===== src/rtl/tdc_multichannel_stamper.sv =====
// Multichannel TDC back end: samples thermometer taps, detects hit entry, stamps {coarse, fine}, queues in a FIFO.
// Latency: hit sampled in cycle n is visible at the FIFO head in cycle n+3; writes stall while the FIFO is full.
module tdc_multichannel_stamper #(
  parameter int N_CH       = 4,
  parameter int TAPS       = 32,
  parameter int FINE_W     = $clog2(TAPS + 1),
  parameter int COARSE_W   = 48,
  parameter int FIFO_DEPTH = 16,
  parameter int CH_W       = (N_CH > 1) ? $clog2(N_CH) : 1
) (
  input  logic                        clk,
  input  logic                        reset_n,
  input  logic                        enable,
  input  logic [N_CH*TAPS-1:0]        thermo_in,
  output logic                        out_valid,
  input  logic                        out_ready,
  output logic [CH_W-1:0]             out_channel,
  output logic [COARSE_W-1:0]         out_coarse,
  output logic [FINE_W-1:0]           out_fine,
  output logic [$clog2(FIFO_DEPTH):0] fifo_level,
  output logic [15:0]                 lost_count
);

  localparam int AW    = $clog2(FIFO_DEPTH);
  localparam int LVL_W = AW + 1;

  typedef struct packed {
    logic [CH_W-1:0]     ch;
    logic [COARSE_W-1:0] coarse;
    logic [FINE_W-1:0]   fine;
  } hit_t;

  typedef enum logic [1:0] {ARMED, PENDING, DEAD} ch_state_t;

  function automatic logic [FINE_W-1:0] ones(input logic [TAPS-1:0] v);
    logic [FINE_W-1:0] n;
    n = '0;
    for (int i = 0; i < TAPS; i++) n = n + FINE_W'(v[i]);
    return n;
  endfunction

  logic [COARSE_W-1:0] coarse;
  logic [COARSE_W-1:0] smp_coarse;
  logic [TAPS-1:0]     smp [N_CH];
  logic [N_CH-1:0]     smp_lsb_q;
  logic [N_CH-1:0]     hit_edge;
  logic [N_CH-1:0]     smp_zero;

  ch_state_t           state     [N_CH];
  ch_state_t           state_nxt [N_CH];
  logic [N_CH-1:0]     pend;
  logic [N_CH-1:0]     capture;
  logic [N_CH-1:0]     drop;
  logic [FINE_W-1:0]   hit_fine   [N_CH];
  logic [COARSE_W-1:0] hit_coarse [N_CH];

  logic [CH_W-1:0]     rr_ptr;
  logic                grant_vld;
  logic [CH_W-1:0]     grant_idx;
  logic [N_CH-1:0]     grant_oh;
  int                  arb_idx;

  logic [7:0]          drop_cnt;
  logic [16:0]         lost_sum;

  hit_t                mem [FIFO_DEPTH];
  hit_t                wr_entry;
  hit_t                head;
  logic [AW-1:0]       wr_ptr;
  logic [AW-1:0]       rd_ptr;
  logic [LVL_W-1:0]    level;
  logic                full;
  logic                do_rd;

  // S1: sample taps together with the coarse time they belong to
  always_ff @(posedge clk or negedge reset_n) begin
    if (!reset_n) begin
      coarse     <= '0;
      smp_coarse <= '0;
      smp_lsb_q  <= '0;
      for (int c = 0; c < N_CH; c++) smp[c] <= '0;
    end else begin
      if (enable) coarse <= coarse + COARSE_W'(1);
      smp_coarse <= coarse;
      for (int c = 0; c < N_CH; c++) begin
        smp[c]       <= thermo_in[c*TAPS +: TAPS];
        smp_lsb_q[c] <= smp[c][0];
      end
    end
  end

  always_comb begin
    hit_edge = '0;
    smp_zero = '0;
    for (int c = 0; c < N_CH; c++) begin
      hit_edge[c] = smp[c][0] & ~smp_lsb_q[c];
      smp_zero[c] = (smp[c] == '0);
    end
  end

  always_ff @(posedge clk or negedge reset_n) begin
    if (!reset_n) begin
      for (int c = 0; c < N_CH; c++) state[c] <= ARMED;
    end else begin
      for (int c = 0; c < N_CH; c++) state[c] <= state_nxt[c];
    end
  end

  always_comb begin
    for (int c = 0; c < N_CH; c++) begin
      state_nxt[c] = state[c];
      case (state[c])
        ARMED:   if (hit_edge[c] && enable) state_nxt[c] = PENDING;
        PENDING: if (grant_oh[c])           state_nxt[c] = DEAD;
        DEAD:    if (smp_zero[c])           state_nxt[c] = ARMED;
        default:                            state_nxt[c] = ARMED;
      endcase
    end
  end

  always_comb begin
    pend    = '0;
    capture = '0;
    drop    = '0;
    for (int c = 0; c < N_CH; c++) begin
      pend[c]    = (state[c] == PENDING);
      capture[c] = (state[c] == ARMED) && hit_edge[c] && enable;
      drop[c]    = (state[c] == PENDING) && hit_edge[c];
    end
  end

  always_ff @(posedge clk or negedge reset_n) begin
    if (!reset_n) begin
      for (int c = 0; c < N_CH; c++) begin
        hit_fine[c]   <= '0;
        hit_coarse[c] <= '0;
      end
    end else begin
      for (int c = 0; c < N_CH; c++) begin
        if (capture[c]) begin
          hit_fine[c]   <= ones(smp[c]);
          hit_coarse[c] <= smp_coarse;
        end
      end
    end
  end

  // S3: round-robin search starting at rr_ptr; nothing is granted into a full FIFO
  always_comb begin
    grant_vld = 1'b0;
    grant_idx = '0;
    arb_idx   = 0;
    for (int i = 0; i < N_CH; i++) begin
      arb_idx = int'(rr_ptr) + i;
      if (arb_idx >= N_CH) arb_idx = arb_idx - N_CH;
      if (!grant_vld && pend[arb_idx]) begin
        grant_vld = 1'b1;
        grant_idx = CH_W'(arb_idx);
      end
    end
    if (full) grant_vld = 1'b0;
  end

  always_comb begin
    grant_oh = '0;
    for (int c = 0; c < N_CH; c++) grant_oh[c] = grant_vld && (grant_idx == CH_W'(c));
  end

  always_ff @(posedge clk or negedge reset_n) begin
    if (!reset_n) begin
      rr_ptr <= '0;
    end else if (grant_vld) begin
      rr_ptr <= (grant_idx == CH_W'(N_CH - 1)) ? '0 : grant_idx + CH_W'(1);
    end
  end

  always_comb begin
    drop_cnt = '0;
    for (int c = 0; c < N_CH; c++) drop_cnt = drop_cnt + 8'(drop[c]);
    lost_sum = {1'b0, lost_count} + 17'(drop_cnt);
  end

  always_ff @(posedge clk or negedge reset_n) begin
    if (!reset_n) begin
      lost_count <= '0;
    end else begin
      lost_count <= lost_sum[16] ? 16'hFFFF : lost_sum[15:0];
    end
  end

  always_comb begin
    wr_entry.ch     = grant_idx;
    wr_entry.coarse = hit_coarse[grant_idx];
    wr_entry.fine   = hit_fine[grant_idx];
  end

  assign full  = (level == LVL_W'(FIFO_DEPTH));
  assign do_rd = out_valid && out_ready;

  always_ff @(posedge clk) begin
    if (grant_vld) mem[wr_ptr] <= wr_entry;
  end

  always_ff @(posedge clk or negedge reset_n) begin
    if (!reset_n) begin
      wr_ptr <= '0;
      rd_ptr <= '0;
      level  <= '0;
    end else begin
      if (grant_vld) wr_ptr <= wr_ptr + AW'(1);
      if (do_rd)     rd_ptr <= rd_ptr + AW'(1);
      case ({grant_vld, do_rd})
        2'b10:   level <= level + LVL_W'(1);
        2'b01:   level <= level - LVL_W'(1);
        default: level <= level;
      endcase
    end
  end

  // head fields are forced to zero while empty so reset and idle outputs read 0
  assign head        = mem[rd_ptr];
  assign out_valid   = (level != '0);
  assign out_channel = out_valid ? head.ch     : '0;
  assign out_coarse  = out_valid ? head.coarse : '0;
  assign out_fine    = out_valid ? head.fine   : '0;
  assign fifo_level  = level;

endmodule


===== config.mk =====
export PLATFORM = sky130hd
export DESIGN_NAME = tdc_multichannel_stamper
export DESIGN_NICKNAME = d
export VERILOG_FILES = /design/src/rtl/tdc_multichannel_stamper.sv
export SDC_FILE = /design/constraint.sdc
export NUM_CORES = 2
export LEC_CHECK = 0
export ABC_AREA = 1
export CAP_MARGIN = 20
export CELL_PAD_IN_SITES_DETAIL_PLACEMENT = 0
export CELL_PAD_IN_SITES_GLOBAL_PLACEMENT = 1
export CORE_AREA = 2 2 382 384
export DETAILED_ROUTE_END_ITERATION = 16
export DIE_AREA = 0 0 384 386
export MAX_ROUTING_LAYER = met4
export PLACE_DENSITY = 0.67
export SYNTH_ARGS = -nofsm -noshare
export SYNTH_HDL_FRONTEND = slang
export SYNTH_SLANG_ARGS = --single-unit

===== constraint.sdc =====
create_clock -name clk -period 12.8 [get_ports clk]
set_input_delay 1.92 -clock clk [delete_from_list [all_inputs] [get_ports clk]]
set_output_delay 1.92 -clock clk [all_outputs]
set_load 0.05 [all_outputs]

### Word-level counts from Yosys, hierarchy flattened

Memory sizes are Yosys's and may differ from the RTL's.
Cells that the tools add are included.

* register bits: 483
* logic and storage cells: 307
* memories kept: 1
* bits in writable memories: 896

Memory list
* mem: depth 16, bits a word 56, rd ports 1, clocked after Yosys merged registers in 0, wr ports 1, line 66 `hit_t mem [FIFO_DEPTH];`

* muxes and demuxes: 55
* add/sub/neg operators: 141
* order comparisons: 9
* reductions and logical operators: 42
* bitwise gates (word level): 9
* equality and inequality tests: 26

Operator list (count)
* $add 6x1->6: 104
* $mux 48: 3
* $logic_not 32->1: 4
* $lt 32x4->1 const B: 4
* $mux 32: 4
* $bmux 48 s2: 1
* $add 48x1->48 const B: 1
* $mux 2: 18
* $add 5x1->6: 4
* $logic_and 1x1->1: 24
* $pmux 2 s3: 4
* $add 3x1->4: 5
* $add 4x1->5: 4
* $mux 6: 3
* $add 16x4->17: 1
* $mux 16: 1
* $ne 2x2->1 const B: 8
* $add 2x1->3: 5
* $mux 1: 15
* $eq 2x2->1 const B: 7
* $bmux 6 s2: 1
* $eq 2x1->1 const B: 6
* $ge 3x3->1 const B: 4
* $reduce_and 3->1: 4
* 21 further kinds: 47

### Longest topological paths before layout

* word-level depth: 31
* mapped depth: 19

### Least setup slack after synthesis

No wires, ideal clock.

* path type: reg-to-reg
* start point: register smp[32] in the netlist's numbering
* end point: register hit_fine[10] in the netlist's numbering
* data arrival time: 4.541 ns
* stages on the path, launching flop included: 18
* setup slack: 8.123 ns
* cells stage by stage: dfrtp_1 -> inv_1 -> fa_1 -> inv_1 -> fa_1 -> fa_1 -> fa_1 -> fa_1 -> inv_1 -> fa_1 -> inv_1 -> ha_1 -> fa_1 -> a21oi_1 -> nor2_1 -> nor2_1 -> xor2_1 -> o21ai_0

* word-level cells in the longest chain between the ends: 31
* elaborated cells on any way between the ends: 34

RTL lines
* start: declaration: line 44 `logic [TAPS-1:0] smp [N_CH];`
* start signal: indexed assignment: line 86 `smp[c] <= thermo_in[c*TAPS +: TAPS];`
* $add 1x1->2: line 38 `for (int i = 0; i < TAPS; i++) n = n + FINE_W'(v[i]);`
* $add 2x1->3: line 38
* $add 3x1->4: line 38
* $add 4x1->5: line 38
* $add 5x1->6: line 38
* $add 6x1->6 (26 in series): line 38
* end signal: indexed assignment: line 141 `hit_fine[c] <= ones(smp[c]);`
* end: declaration: line 54 `logic [FINE_W-1:0] hit_fine [N_CH];`

Several ways; a longest one is shown, not always the timed one.
A chain may end at the register's enable or synchronous reset.

### Worst setup path after layout

* start point: register rd_ptr[0]
* end point: output port out_fine[1]

* word-level cells in the longest chain between the ends: 2

RTL lines
* start: declaration: line 70 `logic [AW-1:0] rd_ptr;`
* start signal: assignment: line 211 `if (do_rd) rd_ptr <= rd_ptr + AW'(1);`
* $mem_v2 16x56
* $mux 6: line 225 `assign out_fine = out_valid ? head.fine : '0;`
* end: declaration: line 19 `output logic [FINE_W-1:0] out_fine,`

Every way passes these cells.

==> run summary <==
Global placement routability congestion -> 0.788
Cell with the most instances after synthesis -> edfxtp_1
Core footprint -> 145000 µm²
First-pass GRT wire length -> 231000 µm
Final Hold Viols -> 0
Main flop type after synthesis -> edfxtp_1
N_diodes -> 0
Hpwl dp -> 82600 µm
CP Capture Type -> primary output
Clock-pin slew on the worst setup and hold paths -> 60 ps
Arr. time, crit path -> 5720 ps
Synthesized area -> 57500 µm²
Via count -> 37237
Measured slew at the worst slew-check pin -> 1200 ps
Starting Density -> 39.8%
Worst Setup SP -> rd_ptr[0]$_DFFE_PN0P_
Total CTS buffers -> 148
Die Wd -> 384 µm
Multi-input logic area -> 16300 µm²
Share of cells above drive strength 1 -> 6.48%
Critical path type -> flip-flop to primary output
Syn nets -> 5170
Initial antenna violation count -> 0
Min Tclk post-route -> 7640 ps
Post-synth ARST share -> 35.0%
Final worst path period share -> 59.7%
CTS H-Tree Depth -> 4
Setup-failing EPs final -> 0
ANT nets after route -> 0
Post-Place Worst Slack -> 5950 ps
TritonCTS sink count -> 1379
1st-iter DRT viols -> 3549
DRC -> 0
Static Leak -> 25.4 nW
Status -> complete, no violations
Die Span Y -> 386 µm
F_max -> 131 MHz
Synth warnings -> 0
Yosys cell types -> 46
Synthesized instance count -> 4891
Yosys top cell by area -> edfxtp_1
Fin worst setup slack -> 5160 ps
Dpl cells -> 6792
Dominant cells by area after synthesis -> edfxtp_1 (47%), dfrtp_1 (21%), o21ai_0 (5.9%)
Row count -> 140
R2R depth -> 17
CP Data Required Time -> 10880 ps
# fillers -> 13160
Setup Total Neg Slack -> 0 ps
Area grow syn2layout -> 15.3%
Synth top area share -> 46.8%
Hold wc startpoint -> smp[32]$_DFF_PN0_
EDFF count, synth -> 896
Synth Register Bits -> 1379
Clock latency at the later pin of the worst-skew pair -> 790 ps
Worst setup skew after layout -> 31.1 ps
CTS Hold Bufs -> 0
Clock root buffer -> clkbuf_16
Routed WL -> 150000 µm
Crit path max fanout -> 137
Seq/Total Area, Yosys -> 67.9%
Vias in the first global route -> 37543
Sequential Area -> 39000 µm²
Startpoint Class -> flip-flop
Non-Filler Instances -> 7068
Tot GR Track Use -> 21.1%
Syn_area_per_cell -> 11.7 µm²
Maximum number of pins on one net before global-route repair -> 259
# resized after CTS -> 0
Fin nets -> 5306
Hold Crit Depth -> 0
Setup bufs post-CTS -> 0
Max clock buf depth -> 3
R2r startpoint -> smp[32]$_DFF_PN0_
Routed WL per cell -> 21.3 µm
Maxcap violations -> 0
Unrepaired setup endpoints after global routing -> false
TritonCTS clock tree -> done
Post-DR vias/cell -> 5.27
Max_slew headroom -> 19.7%
Worst VDD drop -> 230 µV
Post-synth top cells -> edfxtp_1 (896), nand2_1 (791), o21ai_0 (677)
I/O pin cnt -> 210
Port bufs -> 209
Power per Cell Area -> 250 nW/µm²
Pre-antenna DRT Iters -> 5
Total die area -> 148000 µm²
Remaining global-route overflow -> 0
Hold Crit Class -> flip-flop to flip-flop
Fin. max-slew vios -> 0
-- routing by layer --
layer  vias to the layer above  GRT usage (%)  part of all wire (%)
met5                         -              -                     0
li1                      17415              -                     -
met1                     18586           29.0                    46
met4                         0           5.52                   1.9
met3                       217           3.06                   5.7
met2                      1019           33.1                    47
-- registers in the layout, indices dropped and copies added (netlist names) --
signal      cells
wr_ptr          4
rd_ptr          4
state           8
smp_coarse     48
mem           896
fifo_level      5
coarse         48
hit_coarse    192
rr_ptr          2
smp_lsb_q       4
lost_count     16
smp           128
hit_fine       24
-- critical path: stages (launching register included) --
cell             delay, ps
dfrtp_4                830
inv_8                  750
buf_4                  790
buf_4                  740
o21ai_0                210
o221ai_1               220
nand3_1                100
a21oi_1                270
clkdlybuf4s50_1        870
-- metrics by stage --
step           power (mW)  util, %  instance area [µm²]  hold slack, ps
4_1_cts              16.7     45.8                66200             375
5_1_grt              17.6     45.8                66300             384
2_1_floorplan        10.3        -                57500             354
6_report             16.6     45.8                66300             375
3_3_place_gp         12.4     42.5                61400             356
3_5_place_dp         12.5     42.5                61400             361
-- cell usage in the layout (no fill, tap or decap), types with 29 or more instances in the layout --
master,count
edfxtp_1,896
nor2_1,520
dfrtp_1,479
nand2_1,791
ha_1,47
o22ai_1,75
a21oi_1,65
o211ai_1,78
clkdlybuf4s50_1,208
clkinv_2,30
o221ai_1,149
clkbuf_16,149
clkbuf_1,29
nand3_1,198
buf_4,54
inv_1,307
nor4_1,30
fa_1,100
xor2_1,46
o21ai_0,677
-- logic make-up (layout without fill, tap and decap cells) --
family	after synthesis	after routing	synth area share, %
flip-flops	1379	1379	67.9
adder cells (fa/ha/maj)	147	147	4.51
buffers and inverters	598	858	4.16
AND/OR/NAND/NOR	1646	1646	11.7
XOR/XNOR	61	61	0.930
AO/OA/AOI/OAI	1060	1060	10.8
-- final timing paths --
| check | end | slack [ps] |
|---|---|---|
| worst max register to register | hit_fine[10]$_DFFE_PN0P_ | 7700 |
| worst min register to register | smp_lsb_q[2]$_DFF_PN0_ | 380 |
| worst min-delay path | smp_lsb_q[2]$_DFF_PN0_ | 380 |
| max in group asynchronous | hit_coarse[67]$_DFFE_PN0P_ | 9380 |
| min in group asynchronous | lost_count[1]$_DFF_PN0_ | 1150 |
| worst max-delay path | out_fine[1] | 5160 |
-- area by class of cell --
type / count / share of cell area, %
multi-input cells: 2914 / 24.5
well taps: 1917 / 3.62
inverters: 316 / 1.81
clock buffers: 182 / 5.88
repair buffers: 268 / 3.93
flip-flops and latches: 1379 / 58.9
clock inverters: 92 / 1.35
-- power by group --
group          switching [mW]  total, mW  leakage, nW  internal [mW]
logic                    4.64       6.45         8.52           1.81
clock network            1.80       4.21         2.35           2.41
registers               0.302       5.93         14.5           5.62
total                    6.74       16.6         25.4           9.84
Note: power is estimated with default switching activity, not from simulation.
